$ cat src/rtl/serial_subtractor.sv
// Bit-serial subtractor: LSB-first A-B over WIDTH shift cycles, with the
// registered difference and final borrow published on a one-cycle Done pulse.
//
// state | meaning
// IDLE  | waiting for Start; outputs hold the last result
// SHIFT | one bit pair per cycle through the cascaded half-subtractors
// DONE  | publish result, pulse Done, return to IDLE
module serial_subtractor #(
    parameter int WIDTH = 8
) (
    input  logic             Clk,
    input  logic             Rst,
    input  logic             Start,
    input  logic [WIDTH-1:0] Minuend,
    input  logic [WIDTH-1:0] Subtrahend,
    output logic             Busy,
    output logic             Done,
    output logic [WIDTH-1:0] Difference,
    output logic             Borrow
);

    localparam int CW = (WIDTH > 1) ? $clog2(WIDTH) : 1;
    localparam logic [CW-1:0] CNT_LAST = CW'(WIDTH - 1);

    typedef enum logic [1:0] {
        IDLE  = 2'd0,
        SHIFT = 2'd1,
        DONE  = 2'd2
    } state_t;

    state_t           state, state_n;
    logic [WIDTH-1:0] a_sr, a_sr_n;
    logic [WIDTH-1:0] b_sr, b_sr_n;
    logic [WIDTH-1:0] r_sr, r_sr_n;
    logic             bor, bor_n;
    logic [CW-1:0]    cnt, cnt_n;
    logic [WIDTH-1:0] diff_n;
    logic             borrow_n;
    logic             done_n;
    logic             d_bit, bout_bit;

    always_ff @(posedge Clk or posedge Rst) begin
        if (Rst) begin
            state      <= IDLE;
            a_sr       <= '0;
            b_sr       <= '0;
            r_sr       <= '0;
            bor        <= 1'b0;
            cnt        <= '0;
            Difference <= '0;
            Borrow     <= 1'b0;
            Done       <= 1'b0;
        end else begin
            state      <= state_n;
            a_sr       <= a_sr_n;
            b_sr       <= b_sr_n;
            r_sr       <= r_sr_n;
            bor        <= bor_n;
            cnt        <= cnt_n;
            Difference <= diff_n;
            Borrow     <= borrow_n;
            Done       <= done_n;
        end
    end

    // Two cascaded half-subtractors on the current LSBs.
    assign d_bit    = a_sr[0] ^ b_sr[0] ^ bor;
    assign bout_bit = (~a_sr[0] & b_sr[0]) | (~(a_sr[0] ^ b_sr[0]) & bor);

    always_comb begin
        state_n  = state;
        a_sr_n   = a_sr;
        b_sr_n   = b_sr;
        r_sr_n   = r_sr;
        bor_n    = bor;
        cnt_n    = cnt;
        diff_n   = Difference;
        borrow_n = Borrow;
        done_n   = 1'b0;
        unique case (state)
            IDLE: begin
                if (Start) begin
                    a_sr_n  = Minuend;
                    b_sr_n  = Subtrahend;
                    bor_n   = 1'b0;
                    cnt_n   = '0;
                    state_n = SHIFT;
                end
            end
            SHIFT: begin
                r_sr_n = {d_bit, r_sr[WIDTH-1:1]};
                a_sr_n = a_sr >> 1;
                b_sr_n = b_sr >> 1;
                bor_n  = bout_bit;
                // Counter parks on the last index rather than wrapping.
                if (cnt == CNT_LAST) begin
                    state_n = DONE;
                end else begin
                    cnt_n = cnt + CW'(1);
                end
            end
            DONE: begin
                diff_n   = r_sr;
                borrow_n = bor;
                done_n   = 1'b1;
                state_n  = IDLE;
            end
            default: state_n = IDLE;
        endcase
    end

    assign Busy = (state == SHIFT) || (state == DONE);

endmodule
$ cat config.mk
export PLATFORM = sky130hd
export DESIGN_NAME = serial_subtractor
export DESIGN_NICKNAME = d
export VERILOG_FILES = /design/src/rtl/serial_subtractor.sv
export SDC_FILE = /design/constraint.sdc
export NUM_CORES = 1
export LEC_CHECK = 0
export CORE_MARGIN = 10
export CORE_UTILIZATION = 24
export CTS_CLUSTER_SIZE = 12
export DETAILED_ROUTE_END_ITERATION = 16
export PLACE_DENSITY = 0.46
export SLEW_MARGIN = 25
export SYNTH_ARGS = -nofsm -noshare
export SYNTH_HDL_FRONTEND = slang
export SYNTH_SLANG_ARGS = --single-unit
$ cat constraint.sdc
create_clock -name Clk -period 2.2 [get_ports Clk]
set_input_delay 0.44 -clock Clk [delete_from_list [all_inputs] [get_ports Clk]]
set_output_delay 0.44 -clock Clk [all_outputs]
set_load 0.01 [all_outputs]
After elaboration in Yosys (flattened, before gate mapping)
Cells that the tools add are included.
{ "op_classes": {"n_addsub": 1, "n_eq_ne": 6, "mux": 13, "n_bitwise": 7, "n_reduce_logical": 6} }
{ "ops": {"columns": ["operator", "n"], "rows": [
  ["$pmux W8 S2", 2],
  ["$mux W8", 2],
  ["$mux W3", 2],
  ["$ne A2 B2 Y1 const B", 3],
  ["$pmux W3 S2", 1],
  ["$mux W2", 2],
  ["$pmux W2 S2", 1],
  ["$reduce_and A2 Y1", 2],
  ["$add A3 B1 Y3 const B", 1],
  ["$eq A3 B3 Y1 const B", 1],
  ["$reduce_and A3 Y1", 1],
  ["$and A1 B1 Y1", 2],
  ["$eq A2 B1 Y1 const B", 1],
  ["$eq A2 B2 Y1 const B", 1],
  ["$logic_not A2 Y1", 1],
  ["$mux W1", 2],
  ["$not A1 Y1", 2],
  ["$pmux W1 S2", 1],
  ["$reduce_bool A2 Y1", 1],
  ["$xor A1 B1 Y1", 2],
  ["$logic_or A1 B1 Y1", 1],
  ["$or A1 B1 Y1", 1]
]} }
{ "totals": {"ff_bits": 40, "inputBits": 19, "out_inout_bits": 11, "wordCells": 42} }

Logic depth before layout (Yosys ltp)
Gate-level depths: netlist of run 1.
{ "logic_depth": {"ltp_word": 5, "ltp_mapped": 7, "ltp_nobuf": 5} }

Least setup slack after synthesis of run 1
OpenSTA, ideal clock, no wires.
{ "synth_timing": {"path_type": "reg-to-reg", "startpoint": "register cnt[0]", "endpoint": "register cnt[0]", "setup_ps": 125, "arrival_time_ps": 1418, "required_ps": 2075, "setup_slack_ps": 657, "stages_incl_launch_ff": 5, "n_path_buf": 0, "period_less_slack_ps": 1543, "path_cell_list": "dfrtp_1 -> ha_1 -> ha_1 -> a211oi_4 -> mux2_4"} }
{ "synth_via": {"elab_chain_cells": 3, "word_cells_on_any_way": 6, "cone_classes": "add/sub (1); eq/ne (2); mux (2); reduce/logical (1)"} }
{ "synth_lines": {"columns": ["item", "line", "text"], "rows": [
  ["from (decl)", "36", "logic [CW-1:0] cnt, cnt_n;"],
  ["from (signal assigned)", "59", "cnt <= cnt_n;"],
  ["$add A3 B1 Y3 or $eq A3 B3 Y1 (tied branches)", "99, 96", null],
  ["$mux W3 or $ne A2 B2 Y1 (tied branches)", null, null],
  ["$pmux W3 S2 or $reduce_and A3 Y1 (tied branches)", null, null]
]} }
Parallel ways exist; a longest one is shown, timed or not. The select of a mux whose other input is x is not followed.
A chain may end at the register's enable or synchronous reset.

Worst setup path after layout of run 1
{ "layout_timing": {"startpoint": "register state[0]", "endpoint": "output port Busy"} }
{ "layout_via": {"elab_chain_cells": 2, "word_cells_on_any_way": 3, "cone_classes": "eq/ne (2); reduce/logical (1)"} }
{ "layout_lines": {"columns": ["item", "line", "text"], "rows": [
  ["from (decl)", "31", "state_t state, state_n;"],
  ["from (signal assigned)", "54", "state <= state_n;"],
  ["$eq A2 B1 Y1 or $eq A2 B2 Y1 (tied branches)", "112", "assign Busy = (state == SHIFT) || (state == DONE);"],
  ["$logic_or A1 B1 Y1 *", "112", null],
  ["to (decl)", "16", "output logic Busy,"]
]} }
Every way passes the cells marked *; elsewhere a longest branch is shown, timed or not.

==> summary.txt, run 1 <==
Power and ir drop
  – Max VDD drop: 0.000305 V
  – Int Pwr: 2.08 mW
  – Combinational share of power: 0.387
  – Sw power: 0.993 mW
  – Clock network power share: 0.215
  – PwrDens: 1310 nW/µm²
  – Leak Pwr: 1.05 nW
  – Reg power frac: 0.397
  – Net Sw Frac: 0.323

Worst setup path
  – FF-to-FF path depth: 5
  – CP cell instances: inv_1, ha_1, clkdlybuf4s50_1
  – Crit-path max FO: 4
  – Critical Path Start Type: register
  – Stages on worst setup path: 3
  – Critical path class: reg -> out
  – Worst path arrival time: 1.59 ns
  – Critical Path RT: 1.76 ns
  – Setup crit end kind: primary output
  – Worst path slowest cell: clkdlybuf4s50_1
  – Cell family with most CP delay: buffers and inverters
  – WP buf/inv: 2
  – Max stage delay on crit path: 0.53 ns

GRT
  – Largest net degree at the start of global routing: 41
  – Vias in the first global route: 1273
  – Congestion Overflow GR: 0
  – First-pass GRT wire length: 6470 µm
  – Overall Global Routing Usage: 0.0710
  – Initial antenna violation count: 0

Yosys
  – #FFs+latches synth: 40
  – Leading area contributor after synthesis: dfrtp_1
  – Post-synth cell types: 20
  – Mapped Area: 1810 µm²
  – Synth Warn #: 0
  – Number of flops mapped to enable cells by yosys: 0
  – Mapped Nets: 173
  – Synth Flop Type: dfrtp_1
  – Most common cell in the netlist: dfrtp_1
  – Avg Cell Area, Syn: 12.4 µm²
  – Ranking of synthesized cells by area: dfrtp_1, mux2_2, mux2i_1
  – Synth cell count leaders: dfrtp_1, nand2_1, mux2_2
  – Post-Synthesis Cells: 146
  – Sequential share of the synthesized area: 0.554
  – Post-synth ARST share: 1.00
  – Top-area cell type share of the netlist area: 0.554

Layout
  – Fraction of layout cells with a size suffix above 1: 0.189
  – Fin cells: 279
  – N_diodes: 0
  – Area grow syn2layout: 29.7%
  – Nets: 206
  – Fill cells: 793

Timing
  – FMAX: 0.492 GHz
  – Final setup margin: 0.167 ns
  – Final Max Slew Viols: 0
  – Post-route setup TNS: 0 ns
  – Relative slew slack: 0.650
  – Setup Skew: 0.00606 ns
  – Final Hold Viols: 0
  – Worst-Margin Slew: 0.525 ns
  – Fin crit share: 0.924
  – Setup-violating endpoint count in the final report: 0
  – Final Critical Period: 2.03 ns
  – RSZ-0062 raised after global routing: false

Detailed routing
  – 1st-iter DRT viols: 41
  – Via density: 4.01
  – Via count: 1118
  – Antenna-violating nets left: 0
  – Final WL: 3530 µm
  – DRC Markers: 0
  – Drt pass-1 iters: 3
  – Drt wl/cell: 12.6 µm

Floorplan
  – Die span in x: 107 µm
  – Top-Level Pins: 30
  – Core Region: 7290 µm²
  – Die ar.: 11400 µm²
  – Starting Density: 0.248
  – # rows: 31
  – Die H: 107 µm

Clocking
  – Cts repair resizes: 0
  – Clock Latency Late Sink: 0.29 ns
  – Clock Pin Slew Worst Setup and Hold Paths: 0.08 ns
  – CTS Hold Bufs: 0
  – CTS tree: built
  – Clk sinks: 40
  – Root Buffer: clkbuf_8
  – Post CTS Setup Buffer Count: 0
  – Clock buffer count from CTS: 5
  – Clock buffer depth: 2
  – H-tree levels: 2

Placed design
  – Placer Congestion: 0.713
  – HPWL Detailed: 2510 µm
  – Place WS: 0.375 ns
  – Port Buffer Count: 29
  – Placed cells: 271

Hold path
  – HP Class: reg -> reg
  – Hold depth: 2

Flow run
  – Maxcap violations: 0

Outcome
  – Status: completed
## metal layers
layer	up-vias	part of all wire	track usage	wire, µm
met5	-	0	0	0
met4	0	0.016	0.0261	57
met3	5	0.062	0.0305	219
met2	23	0.46	0.112	1620
met1	535	0.46	0.0837	1630
li1	555	-	-	-
## layout by cell type, fill, tap and decap left out
cell type and n:
dfrtp_1 40, clkdlybuf4s50_1 29, nand2_1 18, mux2_2 17, mux2i_1 16, o21ai_0 16, inv_1 7, ha_1 7
clkbuf_8 7, buf_4 5, nor2_1 4, a21oi_1 3, nand2b_1 2, mux2i_2 1, nor2b_4 1, a211oi_4 1
or2b_1 1, a32o_1 1, nor2b_1 1, mux2_4 1, fa_1 1, bufinv_16 1
## worst reg2reg max path, stage by stage (launching register included)
cell      delay (ns)
dfrtp_1         0.40
inv_1           0.10
ha_1            0.26
nor2b_4         0.16
a211oi_4        0.30
mux2_4          0.33
## layout make-up
class | count | area, µm² | area share
Clock buffer | 7 | 96.3 | 0.0412
Sequential cell | 40 | 1000 | 0.428
Tap cell | 99 | 124 | 0.0529
Timing Repair Buffer | 34 | 328 | 0.140
Clock inverter | 1 | 30.0 | 0.0128
Inverter | 7 | 26.3 | 0.0112
Multi-Input combinational cell | 91 | 736 | 0.314
## registers in the layout, summed over array words and instances, names as in the netlist
register / cells
Borrow: 1
Difference: 8
Done: 1
a_sr: 8
b_sr: 8
bor: 1
cnt: 3
r_sr: 8
state: 2
## stage by stage
step | power (mW) | cell area (µm²) | hold slack (ns) | utilization
final | 3.07 | 2340 | 0.482 | 0.321
after global placement | 2.43 | 2210 | 0.461 | 0.304
after detailed placement | 2.46 | 2210 | 0.470 | 0.304
after CTS | 3.14 | 2340 | 0.489 | 0.321
after global routing | 3.37 | 2340 | 0.509 | 0.321
after floorplan | 2.09 | 1810 | 0.450 | -
## path summary, 6_finish.rpt
kind	from	to	slack, ns
setup / recovery	state[0]	Busy	0.17
hold / removal	a_sr[0]	a_sr[0]	0.48
setup reg to reg	state[0]	cnt[0]	0.55
hold reg to reg	a_sr[0]	a_sr[0]	0.48
max in group asynchronous	Rst	cnt[0]	1.26
min in group asynchronous	Rst	b_sr[2]	0.58
## power groups by stage
stage / registers [mW] / clock network (mW) / logic [mW]
2_1_floorplan: 1.21 / 0 / 0.882
3_3_place_gp: 1.23 / 0 / 1.20
3_5_place_dp: 1.24 / 0 / 1.22
4_1_cts: 1.23 / 0.688 / 1.22
5_1_grt: 1.28 / 0.732 / 1.36
6_report: 1.22 / 0.661 / 1.19
## kinds of logic (layout without fill, tap and decap cells)
| family | after synthesis | in the layout | share of synthesized area |
|---|---|---|---|
| compound gates | 21 | 21 | 0.0693 |
| fa+ha+maj | 8 | 8 | 0.0596 |
| buf+inv | 15 | 49 | 0.0381 |
| flops | 40 | 40 | 0.554 |
| mux | 35 | 35 | 0.211 |
| simple gates | 27 | 27 | 0.0679 |
Power figures use the tool's default switching activity.
==> run 2: changes to the inputs <==
ABC_AREA = 1   (was default)
==> run 2 against run 1 <==
Design area is 2.6% higher. Clock skew is 0.0030 ns higher. Synthesized area grew 5.5%. Combinational power increased by 24%. Critical path type unchanged. Largest power group is now combinational cells.
==> summary.txt, run 2 <==
Outcome
  – Status: completed

Yosys
  – Synth Warn #: 0
  – Avg Cell Area, Syn: 8.32 µm²
  – Mapped Area: 1900 µm²
  – Post-synth cell types: 19
  – Ranking of synthesized cells by area: dfrtp_1, nand2_1, ha_1
  – Synth Flop Type: dfrtp_1
  – Post-Synthesis Cells: 229
  – Leading area contributor after synthesis: dfrtp_1
  – Most common cell in the netlist: nand2_1
  – Sequential share of the synthesized area: 0.526
  – Top-area cell type share of the netlist area: 0.526
  – Post-synth ARST share: 1.00
  – #FFs+latches synth: 40
  – Synth cell count leaders: nand2_1, dfrtp_1, inv_1
  – Number of flops mapped to enable cells by yosys: 0
  – Mapped Nets: 256

Layout
  – Fin area: 2400 µm²
  – Area grow syn2layout: 26.1%
  – N_diodes: 0
  – Nets: 287
  – Fraction of layout cells with a size suffix above 1: 0.0805
  – Most common cell after layout, fill and taps aside: nand2_1
  – Fill cells: 841
  – Most frequent cells in the layout: nand2_1, dfrtp_1, clkdlybuf4s50_1

Detailed routing
  – Antenna-violating nets left: 0
  – Drt wl/cell: 11.1 µm
  – Via density: 4.07
  – Drt pass-1 iters: 4
  – Final WL: 4030 µm
  – 1st-iter DRT viols: 63
  – Via count: 1476
  – DRC Markers: 0

Worst setup path
  – Critical path class: reg -> out
  – FF-to-FF path depth: 3
  – Critical Path RT: 1.76 ns
  – Flop-to-flop setup slack: 0.67 ns
  – Setup crit end kind: primary output
  – Worst path arrival time: 1.60 ns
  – Worst path slowest cell: clkdlybuf4s50_1
  – Crit-path max FO: 4
  – Critical Path Start Type: register
  – Max stage delay on crit path: 0.53 ns
  – Reg-to-Reg End: Difference[7]
  – RR Startpoint: state[0]
  – CP cell instances: inv_1, ha_1, clkdlybuf4s50_1

GRT
  – Congestion Overflow GR: 0
  – First-pass GRT wire length: 6680 µm
  – Overall Global Routing Usage: 0.0708
  – Initial antenna violation count: 0
  – Vias in the first global route: 1447
  – Largest net degree at the start of global routing: 41

Placed design
  – Dpl cell area: 2280 µm²
  – Placer Congestion: 0.762
  – HPWL Detailed: 2810 µm
  – Port Buffer Count: 29
  – Place WS: 0.462 ns

Clocking
  – Clock Pin Slew Worst Setup and Hold Paths: 0.07 ns
  – Clock buffer count from CTS: 5
  – CTS tree: built
  – Post CTS Setup Buffer Count: 0
  – Root Buffer: clkbuf_8
  – Clock buffer depth: 2
  – Clk sinks: 40
  – Clock Latency Late Sink: 0.30 ns
  – CTS Hold Bufs: 0
  – H-tree levels: 2
  – Cts repair resizes: 0

Timing
  – Setup Skew: 0.00904 ns
  – Post-route setup TNS: 0 ns
  – Final Hold Viols: 0
  – FMAX: 0.490 GHz
  – Fin crit share: 0.927
  – RSZ-0062 raised after global routing: false
  – Relative slew slack: 0.657
  – Setup-violating endpoint count in the final report: 0
  – Hold WS: 0.475 ns
  – Final Critical Period: 2.04 ns
  – Worst-Margin Slew: 0.515 ns
  – Final setup margin: 0.161 ns
  – Final Max Slew Viols: 0

Hold path
  – Worst Hold Path EP: b_sr[6]
  – Hold depth: 2
  – HP Class: reg -> reg
  – HP Start: b_sr[6]

Power and ir drop
  – Leak Pwr: 1.23 nW
  – Max VDD drop: 0.000459 V
  – Combinational share of power: 0.436
  – PwrDens: 1400 nW/µm²
  – Int Pwr: 2.06 mW
  – Sw power: 1.31 mW
  – Reg power frac: 0.368
  – Clock network power share: 0.196
  – Net Sw Frac: 0.388

Floorplan
  – Die H: 109 µm
  – Starting Density: 0.246
  – # rows: 32
  – Die ar.: 11900 µm²
  – Top-Level Pins: 30
  – Core Region: 7730 µm²
  – Die span in x: 109 µm

Flow run
  – Maxcap violations: 0
==> run 2: changes by cell type in the layout (fill, tap and decap cells not counted), moves of 4 or more <==
cell,change
nand2_1,+97
mux2_2,-15
nand3_1,+8
inv_1,+9
mux2i_1,-16
a21oi_1,+4
o21ai_0,-6
==> run 2: final cells by class <==
class	count	area, µm²	share of cell area
repair buffers	33	320	0.133
clock inverters	1	30.0	0.0125
clock buffers	7	96.3	0.0401
flip-flops and latches	40	1000	0.417
multi-input cells	161	748	0.311
inverters	19	78.8	0.0328
well taps	102	128	0.0531
==> run 2: routing by layer <==
metal  vias up  global-route usage  routed length, µm  share of wire
met5         -                   0                  0              0
met4         0              0.0311                 54          0.013
met3         6              0.0330                347          0.086
met1       680              0.0859               1940           0.48
li1        757                   -                  -              -
met2        33               0.105               1690           0.42
==> run 2: worst max-delay path by stage <==
stage                  start  endpoint  slack, ns  cells after the start
detailed placement  state[0]      Busy       0.46                      3
global route        state[0]      Busy       0.08                      3
CTS                 state[0]      Busy       0.14                      3
finish              state[0]      Busy       0.16                      3
floorplan                Rst    Borrow       0.84                      1
global placement    state[0]      Busy       0.50                      3
==> run 2: cell families (layout without fill, tap and decap cells) <==
kind of cell / after synthesis / after routing / synth area share
simple gates: 134 / 134 / 0.280
flops: 40 / 40 / 0.526
buf+inv: 28 / 60 / 0.0815
compound gates: 17 / 17 / 0.0447
fa+ha+maj: 8 / 8 / 0.0565
mux: 2 / 2 / 0.0118
==> run 2: worst max-delay path, delay by kind of cell (launching register included) <==
kind	cells	cell delay, ns
flip-flops	1	0.40
adder cells (fa/ha/maj)	1	0.28
buffers and inverters	2	0.63
==> run 2: power groups by stage <==
stage               Clock (mW)  Sequential [mW]  Combinational [mW]
global route             0.711             1.28                1.70
floorplan                    0             1.26                1.06
global placement             0             1.25                1.49
finish                   0.658             1.24                1.47
CTS                      0.678             1.24                1.51
detailed placement           0             1.25                1.51
==> run 2: stage by stage <==
| stage | power, mW | std cells | utilization |
|---|---|---|---|
| CTS | 3.43 | 363 | 0.311 |
| global route | 3.69 | 363 | 0.311 |
| finish | 3.36 | 363 | 0.311 |
| detailed placement | 2.76 | 355 | 0.295 |
| global placement | 2.74 | 355 | 0.295 |
| floorplan | 2.32 | 229 | - |
==> run 3: changes to the inputs <==
CAP_MARGIN = 20   (was default)
==> results of run 3 <==
The final DEF is identical to that of run 2; final timing and power are the same.
